### src/rtl/debug_mem_writer_pkg.sv
// debug_mem_writer_pkg: shared target codes, error bit indices and FSM states (DEBUG_MEM_WRITER_READBACK_EN adds CHK states)
package debug_mem_writer_pkg;
  localparam logic [1:0] TGT_MEM = 2'd0;
  localparam logic [1:0] TGT_REG = 2'd1;
  localparam logic [1:0] TGT_PSW = 2'd2;
  localparam int ERR_TIMEOUT  = 0;
  localparam int ERR_READBACK = 1;
`ifdef DEBUG_MEM_WRITER_READBACK_EN
  typedef enum logic [3:0] {
    IDLE, LO_REQ, LO_WAIT, LO_CHK, HI_REQ, HI_WAIT, HI_CHK, INC, REG_WR, PSW_WR
  } state_t;
`else
  typedef enum logic [3:0] {
    IDLE, LO_REQ, LO_WAIT, HI_REQ, HI_WAIT, INC, REG_WR, PSW_WR
  } state_t;
`endif
  function automatic logic [1:0] next_target(input logic [1:0] t);
    return (t == TGT_PSW) ? TGT_MEM : t + 2'd1;
  endfunction
endpackage

### src/rtl/debug_mem_writer_key_debounce.sv
// key_debounce: 2-FF synchroniser, stability counter and one-cycle press pulse for an active-low key
module key_debounce #(
  parameter int DEB_CYCLES = 50000
) (
  input  logic clk,
  input  logic rst_n,
  input  logic key,
  output logic press
);
  localparam int CW = DEB_CYCLES > 1 ? $clog2(DEB_CYCLES) : 1;
  logic [1:0]    sync;
  logic          lvl;
  logic [CW-1:0] cnt;
  logic          done;
  assign done = cnt == CW'(DEB_CYCLES - 1);
  // accept a new level only after it has differed from the current one for DEB_CYCLES cycles; pulse on 1->0
  always_ff @(posedge clk or negedge rst_n) begin
    if (!rst_n) begin
      sync  <= 2'b11;
      lvl   <= 1'b1;
      cnt   <= '0;
      press <= 1'b0;
    end else begin
      sync  <= {sync[0], key};
      press <= (sync[1] != lvl) && done && lvl;
      if (sync[1] == lvl) cnt <= '0;
      else if (done) begin
        lvl <= sync[1];
        cnt <= '0;
      end else cnt <= cnt + 1'b1;
    end
  end
endmodule

### src/rtl/debug_mem_writer.sv
// debug_mem_writer: front-panel word writer to byte memory, register file or PSW (DEBUG_MEM_WRITER_READBACK_EN enables byte readback check)
module debug_mem_writer
  import debug_mem_writer_pkg::*;
#(
  parameter int DEB_CYCLES  = 50000,
  parameter int ACK_TIMEOUT = 255
) (
  input  logic        clk,
  input  logic        rst_n,
  input  logic [15:0] sw,
  input  logic [3:0]  key,
  output logic        mem_req,
  output logic [15:0] mem_addr,
  output logic [7:0]  mem_wdata,
  input  logic        mem_ack,
  input  logic [7:0]  mem_rdata,
  output logic        reg_we,
  output logic [2:0]  reg_num,
  output logic [15:0] reg_wdata,
  output logic        psw_we,
  output logic [15:0] psw_wdata,
  output logic [15:0] cur_addr,
  output logic [1:0]  target,
  output logic        busy,
  output logic [1:0]  err
);
  localparam int TW = ACK_TIMEOUT > 1 ? $clog2(ACK_TIMEOUT + 1) : 1;
  state_t        state, state_n;
  logic [3:1]    press;
  logic [15:0]   word;
  logic [TW-1:0] wcnt;
  logic          waiting, tmo, hi, go;
`ifdef DEBUG_MEM_WRITER_READBACK_EN
  wire unused_ok = key[0];
`else
  wire unused_ok = ^{key[0], mem_rdata};
`endif
  for (genvar i = 1; i < 4; i++) begin : g_key
    key_debounce #(.DEB_CYCLES(DEB_CYCLES)) u_deb (
      .clk  (clk),
      .rst_n(rst_n),
      .key  (key[i]),
      .press(press[i])
    );
  end
  assign waiting   = state inside {LO_WAIT, HI_WAIT};
  assign tmo       = wcnt == TW'(ACK_TIMEOUT - 1);
`ifdef DEBUG_MEM_WRITER_READBACK_EN
  assign hi        = state inside {HI_REQ, HI_WAIT, HI_CHK};
`else
  assign hi        = state inside {HI_REQ, HI_WAIT};
`endif
  assign go        = press[2] && !press[1] && !press[3];
  assign mem_req   = state inside {LO_REQ, LO_WAIT, HI_REQ, HI_WAIT};
  assign mem_addr  = hi ? cur_addr + 16'd1 : cur_addr;
  assign mem_wdata = hi ? word[15:8] : word[7:0];
  assign reg_we    = state == REG_WR;
  assign reg_num   = cur_addr[2:0];
  assign reg_wdata = word;
  assign psw_we    = state == PSW_WR;
  assign psw_wdata = word;
  assign busy      = state != IDLE;
  // state register
  always_ff @(posedge clk or negedge rst_n) begin
    if (!rst_n) state <= IDLE;
    else state <= state_n;
  end
  // next-state: dispatch on target, step through the two byte writes, bail out on timeout
  always_comb begin
    state_n = state;
    case (state)
      IDLE:    state_n = !go ? IDLE : target == TGT_MEM ? LO_REQ : target == TGT_REG ? REG_WR :
                         target == TGT_PSW ? PSW_WR : IDLE;
      LO_REQ:  state_n = LO_WAIT;
`ifdef DEBUG_MEM_WRITER_READBACK_EN
      LO_WAIT: state_n = mem_ack ? LO_CHK : tmo ? IDLE : LO_WAIT;
      LO_CHK:  state_n = HI_REQ;
      HI_WAIT: state_n = mem_ack ? HI_CHK : tmo ? IDLE : HI_WAIT;
      HI_CHK:  state_n = INC;
`else
      LO_WAIT: state_n = mem_ack ? HI_REQ : tmo ? IDLE : LO_WAIT;
      HI_WAIT: state_n = mem_ack ? INC : tmo ? IDLE : HI_WAIT;
`endif
      HI_REQ:  state_n = HI_WAIT;
      default: state_n = IDLE;
    endcase
  end
  // datapath: address pointer, target selector, latched word, ack wait counter and error flags
  always_ff @(posedge clk or negedge rst_n) begin
    if (!rst_n) begin
      cur_addr <= '0;
      target   <= TGT_MEM;
      word     <= '0;
      wcnt     <= '0;
      err      <= '0;
    end else begin
      wcnt <= waiting ? wcnt + 1'b1 : '0;
      if (state == IDLE) begin
        if (press[1]) cur_addr <= sw;
        else if (press[3]) target <= next_target(target);
        else if (press[2]) begin
          word <= sw;
          err  <= '0;
        end
      end
      if (state == REG_WR) cur_addr[2:0] <= cur_addr[2:0] + 3'd1;
      if (state == INC) cur_addr <= cur_addr + 16'd2;
      if (waiting && !mem_ack && tmo) err[ERR_TIMEOUT] <= 1'b1;
`ifdef DEBUG_MEM_WRITER_READBACK_EN
      if ((state == LO_CHK && mem_rdata != word[7:0]) || (state == HI_CHK && mem_rdata != word[15:8]))
        err[ERR_READBACK] <= 1'b1;
`endif
    end
  end
endmodule

### config.mk
export PLATFORM = sky130hd
export DESIGN_NAME = debug_mem_writer
export DESIGN_NICKNAME = d
export VERILOG_FILES = /design/src/rtl/debug_mem_writer_pkg.sv /design/src/rtl/debug_mem_writer_key_debounce.sv /design/src/rtl/debug_mem_writer.sv
export SDC_FILE = /design/constraint.sdc
export NUM_CORES = 1
export LEC_CHECK = 0
export BUFFER_PORTS_ARGS = -buffer_cell sky130_fd_sc_hd__buf_4
export CELL_PAD_IN_SITES_DETAIL_PLACEMENT = 0
export CELL_PAD_IN_SITES_GLOBAL_PLACEMENT = 1
export CORE_MARGIN = 2
export CORE_UTILIZATION = 42
export CTS_CLUSTER_DIAMETER = 80
export DETAILED_ROUTE_END_ITERATION = 10
export GPL_TIMING_DRIVEN = 0
export PLACE_DENSITY_LB_ADDON = 0.1
export SLEW_MARGIN = 30
export SYNTH_ARGS = -nofsm -noshare
export SYNTH_HDL_FRONTEND = slang
export SYNTH_SLANG_ARGS = --single-unit
export TNS_END_PERCENT = 100
### constraint.sdc
create_clock -name clk -period 2.1 [get_ports clk]
set_input_delay 0.105 -clock clk [delete_from_list [all_inputs] [get_ports clk]]
set_output_delay 0.105 -clock clk [all_outputs]
set_load 0.02 [all_outputs]
==> results_dict.tcl, run 1 <==
set metrics [dict create \
    core_mm2 0.01319 \
    regArea_mm2 0.002673 \
    multi_input_area_mm2 0.002796 \
    grt_pass1_vias 4339 \
    crit_path_top_delay_cell "dfrtp_2" \
    required_ns 2.00 \
    track_usage_pct 19.30 \
    clock_skew_ns 0.006524 \
    io_pins 114 \
    holdPathEnd "psw_wdata[6]$_DFFE_PN0P_" \
    crit_buf_inv 1 \
    reg2reg_slack_ns 0.09 \
    grt_pass1_wl_um 21840 \
    period_needed_ns 2.021 \
    path_delay_family "flip-flops" \
    timing.final.ws_setup_ns 0.07888 \
    whs_path_depth 2 \
    vdd_drop_max_mv 0.4514 \
    hold_violations 0 \
    num_rows 42 \
    r2r_start "state[0]$_DFF_PN0_" \
    grt_antenna_before_repair 0 \
    place_ws_ns -0.1644 \
    cp-start-kind "flip-flop" \
    syn-num-nets 618 \
    wl_per_cell_um 15.26 \
    clockBufferDepth 2 \
    synth_cell_types 52 \
    fillCellCount 1233 \
    holdCritPathClass "input port to flip-flop" \
    grt_max_degree 107 \
    synth_area_mm2 0.005670 \
    whs_ns 0.01647 \
    report.final.slew_viol_count 0 \
    yosysMostFrequentCell "dfrtp_1" \
    overflow 0 \
    worstSetupEndpointType "output pin" \
    h-tree-depth 3 \
    syn_inst 577 \
    firstDrtPassIters 7 \
    port_buffers 103 \
    die_width_um 120.2 \
    drc 0 \
    ys_async_sr_fraction_pct 100.0 \
    hp-start "sw[6]" \
    fin_area_mm2 0.007415 \
    yosysSeqAreaShare_pct 46.98 \
    path_class "flip-flop to output pin" \
    die-area_mm2 0.01445 \
    post-route-period-util_pct 96.24 \
    rr_endpoint "cur_addr[1]$_DFFE_PN0P_" \
    yosysWarnings 0 \
    worst_slew_pin_slew_ns 0.8548 \
    gp_congestion 0.8398 \
    yosysTopAreaCellShare_pct 42.81 \
    drt_wl_total_um 13650 \
    synth.avg_cell_area_um2 9.827 \
    yosys-top-cells-area "dfrtp_1, xnor2_1, nor2_1, dfstp_2, nand2_1" \
    synth_largest_area_cell "dfrtp_1" \
    cts_buffers 9 \
    cp.arrival_ns 1.92 \
    vias_per_cell 5.105 \
    syn2layout_area_growth_pct 30.76 \
    dpl_cell_area_mm2 0.006668 \
    maxCapViolations 0 \
    insertedDiodeCount 0 \
    cp_max_fo 7 \
    p_per_area_mw_per_mm2 611.4 \
    synth-seq-cells 106 \
    clkLatencyLatePin_ns 0.35 \
    drt_iter0_markers 206 \
    status "finished clean" \
    ant_nets 0 \
    start_util_pct 42.99 \
    cts_tree "done" \
    synth_edf_count 0 \
    dieHeight_um 120.2 \
    ys_top_cells_by_count "dfrtp_1, nor2_1, nand2_1" \
    clkTransAtPathRegs_ns 0.07 \
    max_freq_ghz 0.4948 \
    clock-sinks 106 \
    clk_root_buffer_cell "clkbuf_16" \
    layout-drive-gt1-share_pct 31.62 \
    hpwlAfterDp_um 9661 \
    power.leakage_uw 0.003201 \
    vias 4564 \
    path_cells "nor3b_4 -> o211a_4 -> nand4_1 -> xnor2_1 -> buf_4" \
    ys.flop_type "dfrtp_1" \
    relSlewSlack_pct 43.01 \
    slowest_delay_ns 0.48 \
    r2r_cells 6 \
    setup_viol 0 \
    num-nets-final 754 \
    rsz0062_at_grt "true" \
]
## sequential cells by signal, summed over array words and instances, names as in the netlist
register           cells
g_key.u_deb.sync       6
target                 2
state                  3
cur_addr              16
g_key.u_deb.lvl        3
g_key.u_deb.cnt       48
psw_wdata             16
wcnt                   8
err                    1
g_key.u_deb.press      3
## kinds of logic (layout without fill, tap and decap cells)
group | after synthesis | after routing | share of synthesized area, %
xor gates and xnor gates | 67 | 67 | 10.35
muxes | 21 | 21 | 4.369
other | 1 | 1 | 0.06613
adders and majority gates | 10 | 10 | 2.207
AOI/OAI and AO/OA | 47 | 47 | 6.488
buffers and inverters | 58 | 199 | 5.428
and+or+nand+nor | 267 | 267 | 24.12
DFF | 106 | 106 | 46.98
## where the power goes
part           leakage (µW)  internal (µW)  switching, µW
Combinational       0.00167            154            171
Sequential          0.00135           2080           38.0
Clock              0.000183           1320            766
## layout by cell type (no fill, tap or decap), types with 4 or more instances in the layout
master         count
buf_4            133
dfrtp_1           90
nor2_1            76
nand2_1           61
xnor2_1           45
nand3_1           30
nand4_1           23
xor2_1            21
mux2_2            18
dlygate4sd3_1     17
inv_1             16
nor4_1            14
nor3_1            12
o21ai_0           10
ha_1               9
clkbuf_16          9
dfstp_2            9
dfrtp_2            7
buf_2              6
a21oi_1            6
o22ai_1            5
o211ai_1           5
or3_1              4
nand3b_1           4
and4_1             4
clkbuf_1           4
bufinv_16          4
## through the flow
stage | setup TNS (ns) | utilization [%] | total power (µW) | instances
2_1_floorplan | 0 | - | 2294 | 577
3_3_place_gp | -0.2658 | 50.52 | 2458 | 856
3_5_place_dp | -0.5115 | 50.55 | 2462 | 856
4_1_cts | -0.2138 | 55.45 | 4588 | 892
5_1_grt | -0.03445 | 56.21 | 4690 | 894
6_report | 0 | 56.21 | 4534 | 894
## how the worst max path moves through the flow
| stage | from | end | slack [ns] | cells after the start |
|---|---|---|---|---|
| floorplan | cur_addr[1]$_DFFE_PN0P_ | mem_addr[15] | 0.14 | 5 |
| detailed placement | state[2]$_DFF_PN0_ | mem_addr[2] | -0.16 | 8 |
| CTS | state[2]$_DFF_PN0_ | mem_wdata[6] | -0.05 | 6 |
| global route | state[0]$_DFF_PN0_ | mem_addr[12] | -0.02 | 5 |
| finish | state[0]$_DFF_PN0_ | mem_addr[12] | 0.08 | 5 |
| global placement | state[2]$_DFF_PN0_ | mem_addr[2] | -0.13 | 8 |
## what timing repair did
item                       CTS  global route
pin swaps                    1             6
gates resized for setup     22            23
setup endpoints to repair   23            34
hold endpoints to repair   119             0
cloned                       1             0
hold buffers                17             0
buffers inserted             4             5
## routing by layer
layer,part of all wire (%),GRT usage [%]
met2,46,30.89
met5,0,0
met1,47,26.17
met4,1.6,7.059
met3,5.4,3.679
## cell type report
class / instances / share of cell area, %
inverters: 16 / 0.8100
repair buffers: 130 / 13.89
clock buffers: 10 / 3.223
multi-input cells: 413 / 37.72
well taps: 176 / 2.970
flip-flops and latches: 106 / 36.04
plain buffers: 37 / 3.493
clock inverters: 6 / 1.856
No activity file was read; power rests on OpenSTA's default activity.
==> run 2: changes to the inputs <==
--- a/config.mk
+++ b/config.mk
@@ -14,6 +14,7 @@
 export DETAILED_ROUTE_END_ITERATION = 10
 export GPL_TIMING_DRIVEN = 0
 export PLACE_DENSITY_LB_ADDON = 0.1
+export RECOVER_POWER = 50
 export SLEW_MARGIN = 30
 export SYNTH_ARGS = -nofsm -noshare
 export SYNTH_HDL_FRONTEND = slang
==> results_dict.tcl, run 2 (synthesized netlist as in run 1, its figures left out) <==
set metrics [dict create \
    overflow 0 \
    cp_max_fo 7 \
    report.final.slew_viol_count 0 \
    final_cell_mix "buf_4, dfrtp_1, nor2_1" \
    insertedDiodeCount 0 \
    post-route-period-util_pct 96.98 \
    setup_viol 0 \
    switchingPower_uw 970.7 \
    holdPathEnd "psw_wdata[10]$_DFFE_PN0P_" \
    path_cells "nor3b_4 -> o211a_4 -> nand4_1 -> xnor2_1 -> buf_4" \
    worst_slew_pin_slew_ns 1.467 \
    status "finished clean" \
    start_util_pct 42.99 \
    clock-sinks 106 \
    worstSetupEndpointType "output pin" \
    gp_congestion 0.8398 \
    place_ws_ns -0.1644 \
    clk_root_buffer_cell "clkbuf_16" \
    period_needed_ns 2.037 \
    switching_share_pct 21.53 \
    h-tree-depth 3 \
    num_rows 42 \
    rr_endpoint "cur_addr[1]$_DFFE_PN0P_" \
    largest_reg_flops 48 \
    cts_buffers 9 \
    whs_ns 0.01458 \
    grt_pass1_wl_um 21840 \
    required_ns 2.00 \
    p_comb_share_pct 6.7 \
    port_buffers 103 \
    slowest_delay_ns 0.48 \
    path_class "flip-flop to output pin" \
    clockBufferDepth 2 \
    holdCritPathClass "input port to flip-flop" \
    power_frac_clock_pct 46.3 \
    p_per_area_mw_per_mm2 619.5 \
    hold_violations 0 \
    dieHeight_um 120.2 \
    clock_skew_ns 0.006220 \
    max_freq_ghz 0.4910 \
    syn2layout_area_growth_pct 28.33 \
    io_pins 114 \
    track_usage_pct 19.30 \
    regMostFlops "g_key.u_deb.cnt" \
    fillCellCount 1274 \
    p_int_uw 3537 \
    power_frac_seq_pct 47.0 \
    maxCapViolations 0 \
    hpwlAfterDp_um 9661 \
    firstDrtPassIters 7 \
    power.leakage_uw 0.003067 \
    grt_pass1_vias 4339 \
    layout-drive-gt1-share_pct 26.74 \
    wl_per_cell_um 15.29 \
    cp.arrival_ns 1.93 \
    layout_commonest_cell "buf_4" \
    die_width_um 120.2 \
    cts_tree "done" \
    drc 0 \
    clkLatencyLatePin_ns 0.35 \
    power_uw 4508 \
    vdd_drop_max_mv 0.4558 \
    whs_path_depth 2 \
    core_mm2 0.01319 \
    clkTransAtPathRegs_ns 0.07 \
    relSlewSlack_pct 2.231 \
    num-nets-final 754 \
    cp-start-kind "flip-flop" \
    rsz0062_at_grt "true" \
    crit_path_top_delay_cell "dfrtp_2" \
    drt_wl_total_um 13670 \
    tns_ns 0 \
    final_core_util_pct 55.17 \
    grt_antenna_before_repair 0 \
    vias 4595 \
    grt_max_degree 107 \
    vias_per_cell 5.140 \
    reg2reg_slack_ns 0.07 \
    r2r_start "state[0]$_DFF_PN0_" \
    timing.final.ws_setup_ns 0.06345 \
    ant_nets 0 \
    drt_iter0_markers 202 \
    r2r_cells 6 \
    hp-start "sw[10]" \
    die-area_mm2 0.01445 \
]
run 2: cell count changes in the layout (fill, tap and decap cells not counted), sizes merged:
cell,previous run,this run
clkbuf,18,58
buf,141,101
run 2: worst max path at each step:
stage / startpoint / cells past startpoint / endpoint / slack [ns]
global placement: state[2]$_DFF_PN0_ / 8 / mem_addr[2] / -0.13
global route: state[0]$_DFF_PN0_ / 5 / mem_addr[12] / -0.02
detailed placement: state[2]$_DFF_PN0_ / 8 / mem_addr[2] / -0.16
finish: state[0]$_DFF_PN0_ / 5 / mem_addr[12] / 0.06
floorplan: cur_addr[1]$_DFFE_PN0P_ / 5 / mem_addr[15] / 0.14
CTS: state[2]$_DFF_PN0_ / 6 / mem_wdata[6] / -0.05
run 2: cell type report:
type                    instances  area (µm²)  share of cell area (%)
flip-flops and latches        106        2673                   36.73
multi-input cells             413        2796                   38.43
clock buffers                  10       239.0                   3.284
repair buffers                130       892.1                   12.26
clock inverters                 6       137.6                   1.891
well taps                     176       220.2                   3.026
plain buffers                  37       259.0                   3.559
inverters                      16       60.06                  0.8253
run 2: worst max-delay path: cells and delay by family, from the launching register on:
kind	cells	cell delay, ns
AOI/OAI and AO/OA	1	0.25
DFF	1	0.48
buffers and inverters	1	0.17
xor gates and xnor gates	1	0.21
and+or+nand+nor	2	0.47
run 2: timing repair:
action	4_1_cts	5_1_grt
endpoints found under the setup margin	23	34
cloned	1	0
pin swaps	1	6
hold endpoints to repair	119	0
setup buffers	4	5
resized for setup	22	23
hold buffers	17	0
run 2: power by group through the flow:
stage	Clock, µW	Combinational [µW]	Sequential [µW]
after floorplan	0	123	2170
after global placement	0	301	2160
after detailed placement	0	304	2160
after CTS	2140	330	2120
after global routing	2210	331	2120
final	2090	303	2120
run 2: stage by stage:
stage | std cells | instance area [µm²]
3_5_place_dp | 856 | 6668
6_report | 894 | 7277
2_1_floorplan | 577 | 5670
3_3_place_gp | 856 | 6664
4_1_cts | 892 | 7315
5_1_grt | 894 | 7277
run 2: layer usage:
layer	wire (µm)	global-route usage, %	up-vias	share of wire, %
li1	-	-	2262	-
met1	6317	26.17	2210	46
met2	6419	30.89	112	47
met3	765	3.679	11	5.6
met4	168	7.059	0	1.2
met5	0	0	-	0
==> run 3: changes to the inputs <==
--- a/config.mk
+++ b/config.mk
@@ -8,13 +8,12 @@
 export BUFFER_PORTS_ARGS = -buffer_cell sky130_fd_sc_hd__buf_4
 export CELL_PAD_IN_SITES_DETAIL_PLACEMENT = 0
 export CELL_PAD_IN_SITES_GLOBAL_PLACEMENT = 1
-export CORE_MARGIN = 2
 export CORE_UTILIZATION = 42
 export CTS_CLUSTER_DIAMETER = 80
 export DETAILED_ROUTE_END_ITERATION = 10
 export GPL_TIMING_DRIVEN = 0
 export PLACE_DENSITY_LB_ADDON = 0.1
-export RECOVER_POWER = 50
+export RECOVER_POWER = 25
 export SLEW_MARGIN = 30
 export SYNTH_ARGS = -nofsm -noshare
 export SYNTH_HDL_FRONTEND = slang
==> results_dict.tcl, run 3 (synthesized netlist as in run 1, its figures left out) <==
set metrics [dict create \
    insertedDiodeCount 0 \
    gp_congestion 0.8435 \
    num-nets-final 756 \
    drc 0 \
    p_per_area_mw_per_mm2 576.3 \
    grt_antenna_before_repair 0 \
    rr_endpoint "cur_addr[1]$_DFFE_PN0P_" \
    wl_per_cell_um 15.15 \
    status "finished clean" \
    r2r_cells 6 \
    regArea_mm2 0.002673 \
    rsz0062_at_grt "true" \
    r2r_start "state[0]$_DFF_PN0_" \
    cp-startpoint "state[0]$_DFF_PN0_" \
    post-route-period-util_pct 96.32 \
    grt_pass1_vias 4366 \
    largest_reg_flops 48 \
    cts_tree "done" \
    h-tree-depth 3 \
    setup_viol 0 \
    layout_commonest_cell "buf_4" \
    fin_cells 896 \
    crit_end "cur_addr[1]$_DFFE_PN0P_" \
    fin_area_mm2 0.007278 \
    clockBufferDepth 2 \
    cts_buffers 9 \
    p_comb_share_pct 7.4 \
    worst_slew_pin_slew_ns 1.457 \
    clkTransAtPathRegs_ns 0.07 \
    clock_skew_ns 0.01110 \
    start_util_pct 42.99 \
    maxCapViolations 0 \
    die_width_um 118.2 \
    place_ws_ns -0.1700 \
    relSlewSlack_pct 2.878 \
    overflow 0 \
    power.leakage_uw 0.003118 \
    p_int_uw 3225 \
    fillCellCount 1268 \
    hold_violations 0 \
    max_freq_ghz 0.4944 \
    grt_max_degree 107 \
    power_frac_clock_pct 42.1 \
    cp.arrival_ns 2.27 \
    io_pins 114 \
    syn2layout_area_growth_pct 28.35 \
    reg2reg_slack_ns 0.08 \
    vdd_drop_max_mv 0.5521 \
    holdCritPathClass "input port to flip-flop" \
    final_cell_mix "buf_4, dfrtp_1, nor2_1" \
    regMostFlops "g_key.u_deb.cnt" \
    cp_max_fo 10 \
    dp.cells 856 \
    clk_root_buffer_cell "clkbuf_16" \
    switchingPower_uw 969.4 \
    vias 4586 \
    cp-start-kind "flip-flop" \
    firstDrtPassIters 6 \
    ant_nets 0 \
    track_usage_pct 20.27 \
    drt_iter0_markers 186 \
    dpl_cell_area_mm2 0.006668 \
    clkLatencyLatePin_ns 0.35 \
    period_needed_ns 2.023 \
    grt_pass1_wl_um 22240 \
    power_frac_seq_pct 50.5 \
    dieHeight_um 118.2 \
    die-area_mm2 0.01397 \
    vias_per_cell 5.118 \
    multi_input_area_mm2 0.002801 \
    path_class "flip-flop to flip-flop" \
    port_buffers 103 \
    core_mm2 0.01319 \
    switching_share_pct 23.11 \
    layout-drive-gt1-share_pct 28.19 \
    drt_wl_total_um 13570 \
    final_core_util_pct 55.18 \
    num_rows 42 \
    clock-sinks 106 \
    hpwlAfterDp_um 9687 \
    worstSetupEndpointType "flip-flop" \
    timing.final.ws_setup_ns 0.07719 \
    report.final.slew_viol_count 0 \
    required_ns 2.35 \
]
run 3: cell count changes in the layout (fill, tap and decap cells not counted), moves of 2 or more:
cell,delta
nor3_2,-2
buf_4,+12
bufinv_16,-3
clkbuf_1,-9
clkbuf_8,+2
nor3_4,+2
run 3: cell type report:
type	count	area share, %
multi-input cells	413	38.49
flip-flops and latches	106	36.72
repair buffers	131	13.10
clock buffers	12	3.524
plain buffers	38	3.507
well taps	176	3.026
inverters	16	0.8252
clock inverters	4	0.8080
run 3: routing by layer:
| metal | GRT usage (%) | part of all wire, % | wire length [µm] | vias to the layer above |
|---|---|---|---|---|
| li1 | - | - | - | 2276 |
| met1 | 27.10 | 47 | 6404 | 2203 |
| met2 | 33.13 | 47 | 6435 | 100 |
| met3 | 5.019 | 4.6 | 620 | 7 |
| met4 | 4.567 | 0.83 | 113 | 0 |
| met5 | 0 | 0 | 0 | - |
run 3: worst min-delay path by stage:
stage          depth (start not counted)    from                               end  slack [ns]
5_1_grt                                2  sw[14]         psw_wdata[14]$_DFFE_PN0P_       0.007
4_1_cts                                2   sw[8]           cur_addr[8]$_DFFE_PN0P_       0.005
3_5_place_dp                           1  key[2]  g_key[2].u_deb.sync[0]$_DFF_PN1_        0.21
6_report                               2  sw[14]         psw_wdata[14]$_DFFE_PN0P_        0.02
2_1_floorplan                          0   rst_n           cur_addr[0]$_DFFE_PN0P_       -0.19
3_3_place_gp                           1  key[2]  g_key[2].u_deb.sync[0]$_DFF_PN1_        0.21
run 3: critical path, cell delays in order, from the launching register on:
cell	delay [ns]
dfrtp_2	0.45
buf_4	0.16
or4b_2	0.68
buf_2	0.23
o21ai_0	0.18
a21oi_1	0.10
o21a_1	0.12
run 3: power groups by stage:
stage                     Clock (µW)  Combinational (µW)  Sequential, µW
after global routing            1900                 341            2120
after floorplan                    0                 123            2170
after detailed placement           0                 303            2160
after CTS                       1840                 331            2120
after global placement             0                 300            2160
final                           1770                 310            2120
run 3: what timing repair did:
action | in CTS | in global routing
resized for setup | 21 | 17
endpoints found under the setup margin | 23 | 30
pin swaps | 1 | 4
hold endpoints to repair | 119 | 0
hold buffers | 17 | 0
buffers inserted | 6 | 5
run 3: metrics by stage:
| step | TNS, ns | hold WS [ns] | total power, µW |
|---|---|---|---|
| 2_1_floorplan | 0 | -0.1906 | 2294 |
| 3_3_place_gp | -0.1627 | 0.2128 | 2457 |
| 3_5_place_dp | -0.2954 | 0.2145 | 2462 |
| 4_1_cts | -0.09323 | 0.005374 | 4285 |
| 5_1_grt | -0.05707 | 0.007304 | 4368 |
| 6_report | 0 | 0.01761 | 4195 |
